--- config.mk ---
export PLATFORM = sky130hd
export DESIGN_NAME = fpu_result_arbiter
export DESIGN_NICKNAME = d
export VERILOG_FILES = /design/src/rtl/fpu_result_arbiter_pkg.sv /design/src/rtl/fpu_result_arbiter_mux4.sv /design/src/rtl/fpu_result_arbiter.sv
export SDC_FILE = /design/constraint.sdc
export NUM_CORES = 1
export LEC_CHECK = 0
export BUFFER_PORTS_ARGS = -buffer_cell sky130_fd_sc_hd__buf_2
export CAP_MARGIN = 30
export CORE_ASPECT_RATIO = 1.75
export CORE_MARGIN = 4
export CORE_UTILIZATION = 45
export DETAILED_ROUTE_END_ITERATION = 8
export PLACE_DENSITY = 0.86
export SLEW_MARGIN = 20
export SYNTH_ARGS = -nofsm -noshare
export SYNTH_HDL_FRONTEND = slang
export SYNTH_SLANG_ARGS = --single-unit
--- constraint.sdc ---
create_clock -name clk -period 5.75 [get_ports clk]
set_clock_uncertainty 0.15 [all_clocks]
set_input_delay 0.8625 -clock clk [delete_from_list [all_inputs] [get_ports clk]]
set_output_delay 0.8625 -clock clk [all_outputs]
set_load 0.05 [all_outputs]
--- src/rtl/fpu_result_arbiter_pkg.sv ---
// Shared FPU definitions: exception flag layout, execution unit indices and
// the round-robin pick helper used by the result arbiter.
package fpu_result_arbiter_pkg;

    localparam int FPU_FLAG_W = 5;

    localparam int FLAG_NV = 4;
    localparam int FLAG_DZ = 3;
    localparam int FLAG_OF = 2;
    localparam int FLAG_UF = 1;
    localparam int FLAG_NX = 0;

    localparam logic [1:0] UNIT_ADD = 2'd0;
    localparam logic [1:0] UNIT_MUL = 2'd1;
    localparam logic [1:0] UNIT_DIV = 2'd2;
    localparam logic [1:0] UNIT_CVT = 2'd3;

    // Scan starts just after the last winner and wraps back to it last, so
    // the previous winner is only picked again when nobody else is waiting.
    function automatic logic [1:0] rrPick(input logic [3:0] valid,
                                          input logic [1:0] lastGrant);
        logic [1:0] pick;
        logic       found;
        logic [1:0] idx;
        pick  = '0;
        found = 1'b0;
        for (int k = 1; k <= 4; k++) begin
            idx = lastGrant + 2'(k);
            if (!found && valid[idx]) begin
                pick  = idx;
                found = 1'b1;
            end
        end
        return pick;
    endfunction

endpackage

--- src/rtl/fpu_result_arbiter_mux4.sv ---
// Generic 4:1 multiplexer; the arbiter feeds it {data, flags} per unit.
module mux4 #(
    parameter int WIDTH = 32
) (
    input  logic [WIDTH-1:0] in0,
    input  logic [WIDTH-1:0] in1,
    input  logic [WIDTH-1:0] in2,
    input  logic [WIDTH-1:0] in3,
    input  logic [1:0]       sel,
    output logic [WIDTH-1:0] y
);

    always_comb begin
        unique case (sel)
            2'd0:    y = in0;
            2'd1:    y = in1;
            2'd2:    y = in2;
            default: y = in3;
        endcase
    end

endmodule

--- src/rtl/fpu_result_arbiter.sv ---
// Round-robin arbiter that funnels results from the four FPU execution units
// into a single registered writeback stage with valid/ready handshake.
module fpu_result_arbiter
    import fpu_result_arbiter_pkg::*;
#(
    parameter int WIDTH  = 32,
    parameter int FLAG_W = FPU_FLAG_W
) (
    input  logic              clk,
    input  logic              rst_n,
    input  logic [3:0]        in_valid,
    output logic [3:0]        in_ready,
    input  logic [WIDTH-1:0]  in0_data,
    input  logic [WIDTH-1:0]  in1_data,
    input  logic [WIDTH-1:0]  in2_data,
    input  logic [WIDTH-1:0]  in3_data,
    input  logic [FLAG_W-1:0] in0_flags,
    input  logic [FLAG_W-1:0] in1_flags,
    input  logic [FLAG_W-1:0] in2_flags,
    input  logic [FLAG_W-1:0] in3_flags,
    output logic              out_valid,
    input  logic              out_ready,
    output logic [WIDTH-1:0]  out_data,
    output logic [FLAG_W-1:0] out_flags,
    output logic [1:0]        out_src
);

    localparam int MW = WIDTH + FLAG_W;

    logic              validQ, validD;
    logic [WIDTH-1:0]  dataQ, dataD;
    logic [FLAG_W-1:0] flagsQ, flagsD;
    logic [1:0]        srcQ, srcD;
    logic [1:0]        lastGrantQ, lastGrantD;

    logic              load;
    logic              anyValid;
    logic              take;
    logic [1:0]        gidx;
    logic [MW-1:0]     muxOut;

    mux4 #(.WIDTH(MW)) uMux (
        .in0 ({in0_data, in0_flags}),
        .in1 ({in1_data, in1_flags}),
        .in2 ({in2_data, in2_flags}),
        .in3 ({in3_data, in3_flags}),
        .sel (gidx),
        .y   (muxOut)
    );

    // The output slot can accept whenever it is empty or being drained this cycle.
    always_comb begin
        anyValid = |in_valid;
        load     = !validQ || out_ready;
        gidx     = rrPick(in_valid, lastGrantQ);
        take     = load && anyValid;
        in_ready = (take && rst_n) ? (4'b0001 << gidx) : 4'b0000;
    end

    always_comb begin
        validD     = validQ;
        dataD      = dataQ;
        flagsD     = flagsQ;
        srcD       = srcQ;
        lastGrantD = lastGrantQ;
        if (take) begin
            validD     = 1'b1;
            dataD      = muxOut[MW-1:FLAG_W];
            flagsD     = muxOut[FLAG_W-1:0];
            srcD       = gidx;
            lastGrantD = gidx;
        end else if (validQ && out_ready) begin
            validD = 1'b0;
        end
    end

    // Pointer resets to unit 3 so that unit 0 is first in line after reset.
    always_ff @(posedge clk) begin
        if (!rst_n) begin
            validQ     <= 1'b0;
            dataQ      <= '0;
            flagsQ     <= '0;
            srcQ       <= 2'd0;
            lastGrantQ <= 2'd3;
        end else begin
            validQ     <= validD;
            dataQ      <= dataD;
            flagsQ     <= flagsD;
            srcQ       <= srcD;
            lastGrantQ <= lastGrantD;
        end
    end

    assign out_valid = validQ;
    assign out_data  = dataQ;
    assign out_flags = flagsQ;
    assign out_src   = srcQ;

endmodule

---- Word-level counts from Yosys, hierarchy flattened ----
Index checks and enable logic that the tools add are counted.
word-level totals
  flip-flop bits (word level) ............. 42
  output and inout bits ................... 44
operators by class
  add/subtract/negate cells ............... 3
  reduce and logical (&&, ||, !) cells .... 14
  mux-type cells .......................... 19
  order comparisons ....................... 4
  equal/unequal tests ..................... 2
  shift-type cells ........................ 1
operators with widths
  cell                   number
  $pmux W37 S3           1
  $lt A2 B3 Y1 const B   4
  $mux W1                9
  $bmux W1 S2            4
  $mux W2                4
  $logic_and A1 B1 Y1    6
  $add A2 B2 Y2 const B  2
  $logic_not A1 Y1       4
  $mux W4                1
  $reduce_or A4 Y1       1
  $shl A1 B2 Y4 const A  1
  $add A2 B1 Y2 const B  1
  $eq A2 B1 Y1 const B   1
  $eq A2 B2 Y1 const B   1
  $logic_not A2 Y1       1
  $reduce_bool A2 Y1     1
  $logic_or A1 B1 Y1     1

---- Logic depth before layout (Yosys ltp) ----
  word-level depth ........................ 15
  gate-level depth with buffers ........... 8
  mapped depth without buffers ............ 5

---- By module ----
From an unflattened synthesis, not the netlist that was laid out.
second synthesis, totals
  cell total of the unflattened synthesis .. 258
  area total of the unflattened synthesis .. 2688.8 µm²
by module, submodules not included
  module              sequential area each (µm²)  cells each  times used  area an instance (µm²)
  fpu_result_arbiter  840.8                       213         1           1737.9
  mux4                0.0                         45          1           950.9

---- Least setup slack after synthesis ----
No wires, ideal clock.
  path kind ............................... input to output
  start ................................... input in_valid[1]
  end ..................................... output in_ready[2]
  arrival ................................. 2.959 ns
  path slack .............................. 1.779 ns
  buffers on the path ..................... 3
  required time ........................... 4.738 ns
  stages on the path ...................... 7
  cells stage by stage .................... buf_2 -> or2_1 -> a32oi_2 -> nand3_2 -> buf_4 -> buf_6 -> nor3_1
on the way
  word-level cells in the longest chain between the ends .. 14
  elaborated cells between the ends (all ways) .. 26
  classes of those cells .................. 1 x shift; 16 x mux; 9 x reduce/logical
RTL lines
  what                           line                          source
  from (decl)                    fpu_result_arbiter.sv:11      input logic [3:0] in_valid,
  $bmux W1 S2                    fpu_result_arbiter_pkg.sv:29  if (!found && valid[idx]) begin
  $mux W1 (not written as such)  fpu_result_arbiter_pkg.sv:29
  $mux W1                        fpu_result_arbiter_pkg.sv:29
  $logic_not A1 Y1               fpu_result_arbiter_pkg.sv:29
  $logic_and A1 B1 Y1            fpu_result_arbiter_pkg.sv:29
  $mux W1                        fpu_result_arbiter_pkg.sv:29
  $logic_not A1 Y1               fpu_result_arbiter_pkg.sv:29
  $logic_and A1 B1 Y1            fpu_result_arbiter_pkg.sv:29
  $mux W1                        fpu_result_arbiter_pkg.sv:29
  $logic_not A1 Y1               fpu_result_arbiter_pkg.sv:29
  $logic_and A1 B1 Y1            fpu_result_arbiter_pkg.sv:29
  $mux W2                        fpu_result_arbiter_pkg.sv:29
  $shl A1 B2 Y4                  fpu_result_arbiter.sv:57      in_ready = (take && rst_n) ? (4'b0001 << gidx) : 4'b0000;
  $mux W4 (*)                    fpu_result_arbiter.sv:57
  to (decl)                      fpu_result_arbiter.sv:12      output logic [3:0] in_ready,
Mark *: on every way between the ends. The rest lies on a longest branch, timed or not. The select of a mux whose other input is x is not followed.

---- Worst setup path after layout ----
Ends and elaborated chain as after synthesis.

==> impl_metrics.py <==
metrics = {
    "global_route": {
        "grt_remaining_overflow": 0,
        "grt_pass1_wl_um": 16870,
        "grt_max_degree": 41,
        "gr-usage-all-layers_pct": 28.08,
        "grt_pass1_vias": 3659,
        "grt_antenna_before_repair": 0,
    },
    "finish": {
        "synthToLayoutAreaGrowth_pct": 38.22,
        "layout-drive-gt1-share_pct": 44.19,
        "nets": 681,
        "diodes": 0,
        "design_area_um2": 3955,
    },
    "setup_path": {
        "crit_path_cell_trace": "buf_2 -> nor2b_1 -> a21oi_1 -> o221ai_4 -> buf_4 -> nor3_1 -> buf_2",
        "cp_max_fo": 39,
        "required_ns": 4.74,
        "critPathSlowestCell": "buf_4",
        "crit_type": "in2out",
        "cp_common_cell": "buf_2",
        "endpoint_kind": "output port",
        "max_stage_delay_ns": 0.45,
        "crit_arrival_ns": 2.38,
        "cp-start-kind": "input port",
    },
    "sta": {
        "fmax_mhz": 294.9,
        "worstMarginPinSlew_ns": 0.8313,
        "tns_ns": 0,
        "period_minus_slack_ns": 3.392,
        "slew_violations": 0,
        "hold_viol": 0,
        "finalCritPeriodShare_pct": 58.98,
        "rsz0062_at_grt": "no",
        "setup_viol": 0,
        "relSlewSlack_pct": 44.33,
    },
    "synthesis": {
        "synth_xor_area_share_pct": 0,
        "yosysSeqAreaShare_pct": 29.38,
        "yosys-top-cells-area": "dfxtp_1 29%, o221ai_1 12%, o21a_1 9.7%",
        "synthMuxAreaShare_pct": 0.6996,
        "synth_edf_count": 0,
        "synth_nets": 507,
        "ys_warn_count": 0,
        "synth_fa_ha_area_share_pct": 0,
        "synth_top_area_cell": "dfxtp_1",
        "ys.flop_type": "dfxtp_1",
        "synth_top_area_share_pct": 29.38,
        "synth_seq_cells": 42,
        "synth-compound-area-share_pct": 44.25,
        "synth_top_family_by_area": "compound AO/OA/AOI/OAI gates",
        "ys_top_cells_by_count": "42 x dfxtp_1, 42 x nand2_1, 39 x and3_1",
        "syn_avg_cell_area_um2": 8.129,
        "async_flop_share_pct": 0,
        "synthSimpleGateAreaFrac_pct": 18.58,
        "synth_area_um2": 2861,
        "syn_inst": 352,
        "synth_cell_types": 34,
    },
    "power": {
        "ir_drop_mv": 0.1856,
        "p_per_area_nw_per_um2": 260.0,
        "power_mw": 1.028,
        "leakagePower_nw": 1.839,
    },
    "cts": {
        "insertion_delay_ns": 0.30,
        "postCtsSetupBuffers": 0,
        "cts_buffers": 5,
        "cts-resized-gates": 0,
        "clk_pin_slew_ns": 0.08,
        "holdBufCountCts": 0,
        "cts_tree": "built",
        "htreeDepth": 2,
        "clockBufferDepth": 2,
        "cts_root_buf": "clkbuf_8",
        "cts_sinks": 42,
    },
    "route": {
        "met2_length_um": 5833,
        "finalWirelength_um": 11080,
        "wl_met1_um": 3894,
        "postRouteAntennaNets": 0,
        "wl_per_cell_um": 18.31,
        "first_pass_iters": 4,
        "drc": 0,
        "drt-initial-drc-count": 244,
        "detailroute.via_count": 3740,
        "met3RoutedLength_um": 786,
        "top_layer_used": "met4",
        "vias_per_cell": 6.182,
    },
    "placed_design": {
        "place_hpwl_um": 8199,
        "placed_area_um2": 3865,
        "io_buffers": 198,
        "place_congestion": 0.9643,
    },
    "worst_hold_path": {
        "hp-class": "reg2reg",
    },
    "floorplan": {
        "dieArea_um2": 7749,
        "start_util_pct": 46.30,
        "core-area_um2": 6181,
        "num_rows": 38,
        "io_pins": 199,
        "die_y_um": 113.5,
        "fp.dieW_um": 68.28,
    },
    "run": {
        "maxCapViolCount": 0,
    },
    "status": {
        "status": "completed",
    },
}
-- worst max-delay path: cells and delay by family --
| family | cells | cell delay (ns) |
|---|---|---|
| compound gates | 2 | 0.29 |
| buf+inv | 3 | 0.85 |
| simple gates | 2 | 0.37 |
-- kinds of logic after synthesis --
| family | count (synthesis) |
|---|---|
| buffers and inverters | 43 |
| flip-flops | 42 |
| AND/OR/NAND/NOR | 102 |
| AO/OA/AOI/OAI | 163 |
| multiplexers | 2 |
-- where the power goes --
part           leakage (nW)  internal, mW  switching, mW
combinational          1.45         0.158          0.321
sequential            0.349         0.331         0.0237
clock                0.0431        0.0928          0.102
total                  1.84         0.582          0.447
-- routing by layer --
| layer | vias up | global-route usage (%) |
|---|---|---|
| met5 | - | 0 |
| met4 | 0 | 15.80 |
| met3 | 49 | 4.532 |
| met2 | 211 | 50.19 |
| met1 | 1738 | 29.70 |
| li1 | 1742 | - |
-- worst paths after layout --
path                  from           end  slack (ns)  depth (start not counted)
max            in_valid[1]   in_ready[2]        2.36                          7
min           out_data[20]  out_data[20]        0.30                          2
max reg2reg  lastGrantQ[1]   out_data[7]        3.46                          6
min reg2reg   out_data[20]  out_data[20]        0.30                          2
-- registers in the layout (all words and copies together), names as in the netlist --
| register | count |
|---|---|
| out_data | 32 |
| lastGrantQ | 2 |
| out_valid | 1 |
| out_flags | 5 |
| out_src | 2 |
-- metrics by stage --
| stage | std cells | hold slack [ns] | utilization (%) | setup slack (ns) |
|---|---|---|---|---|
| after floorplan | 352 | 0.3868 | - | 1.779 |
| after global placement | 598 | 0.2847 | 62.53 | 2.302 |
| after detailed placement | 598 | 0.2906 | 62.53 | 2.263 |
| after CTS | 604 | 0.3018 | 63.87 | 2.263 |
| after global routing | 605 | 0.3147 | 63.99 | 2.224 |
| final | 605 | 0.2965 | 63.99 | 2.358 |
-- cell usage in the layout (no fill, tap or decap), types with 6 or more instances in the layout --
master,n
buf_2,198
nand2_1,42
dfxtp_1,42
and3_1,39
o21a_1,37
o221ai_1,37
o21ai_1,36
a221oi_1,29
buf_4,10
a221oi_2,8
o21ai_0,6
clkbuf_8,6
-- area by class of cell --
type | count | area, um^2
clock buffers | 6 | 82.58
fillers | 566 | 2226
inverters | 2 | 7.507
multi-input cells | 267 | 1858
flip-flops and latches | 42 | 840.8
well taps | 80 | 100.1
repair buffers | 208 | 1066
Power figures use the tool's default switching activity.
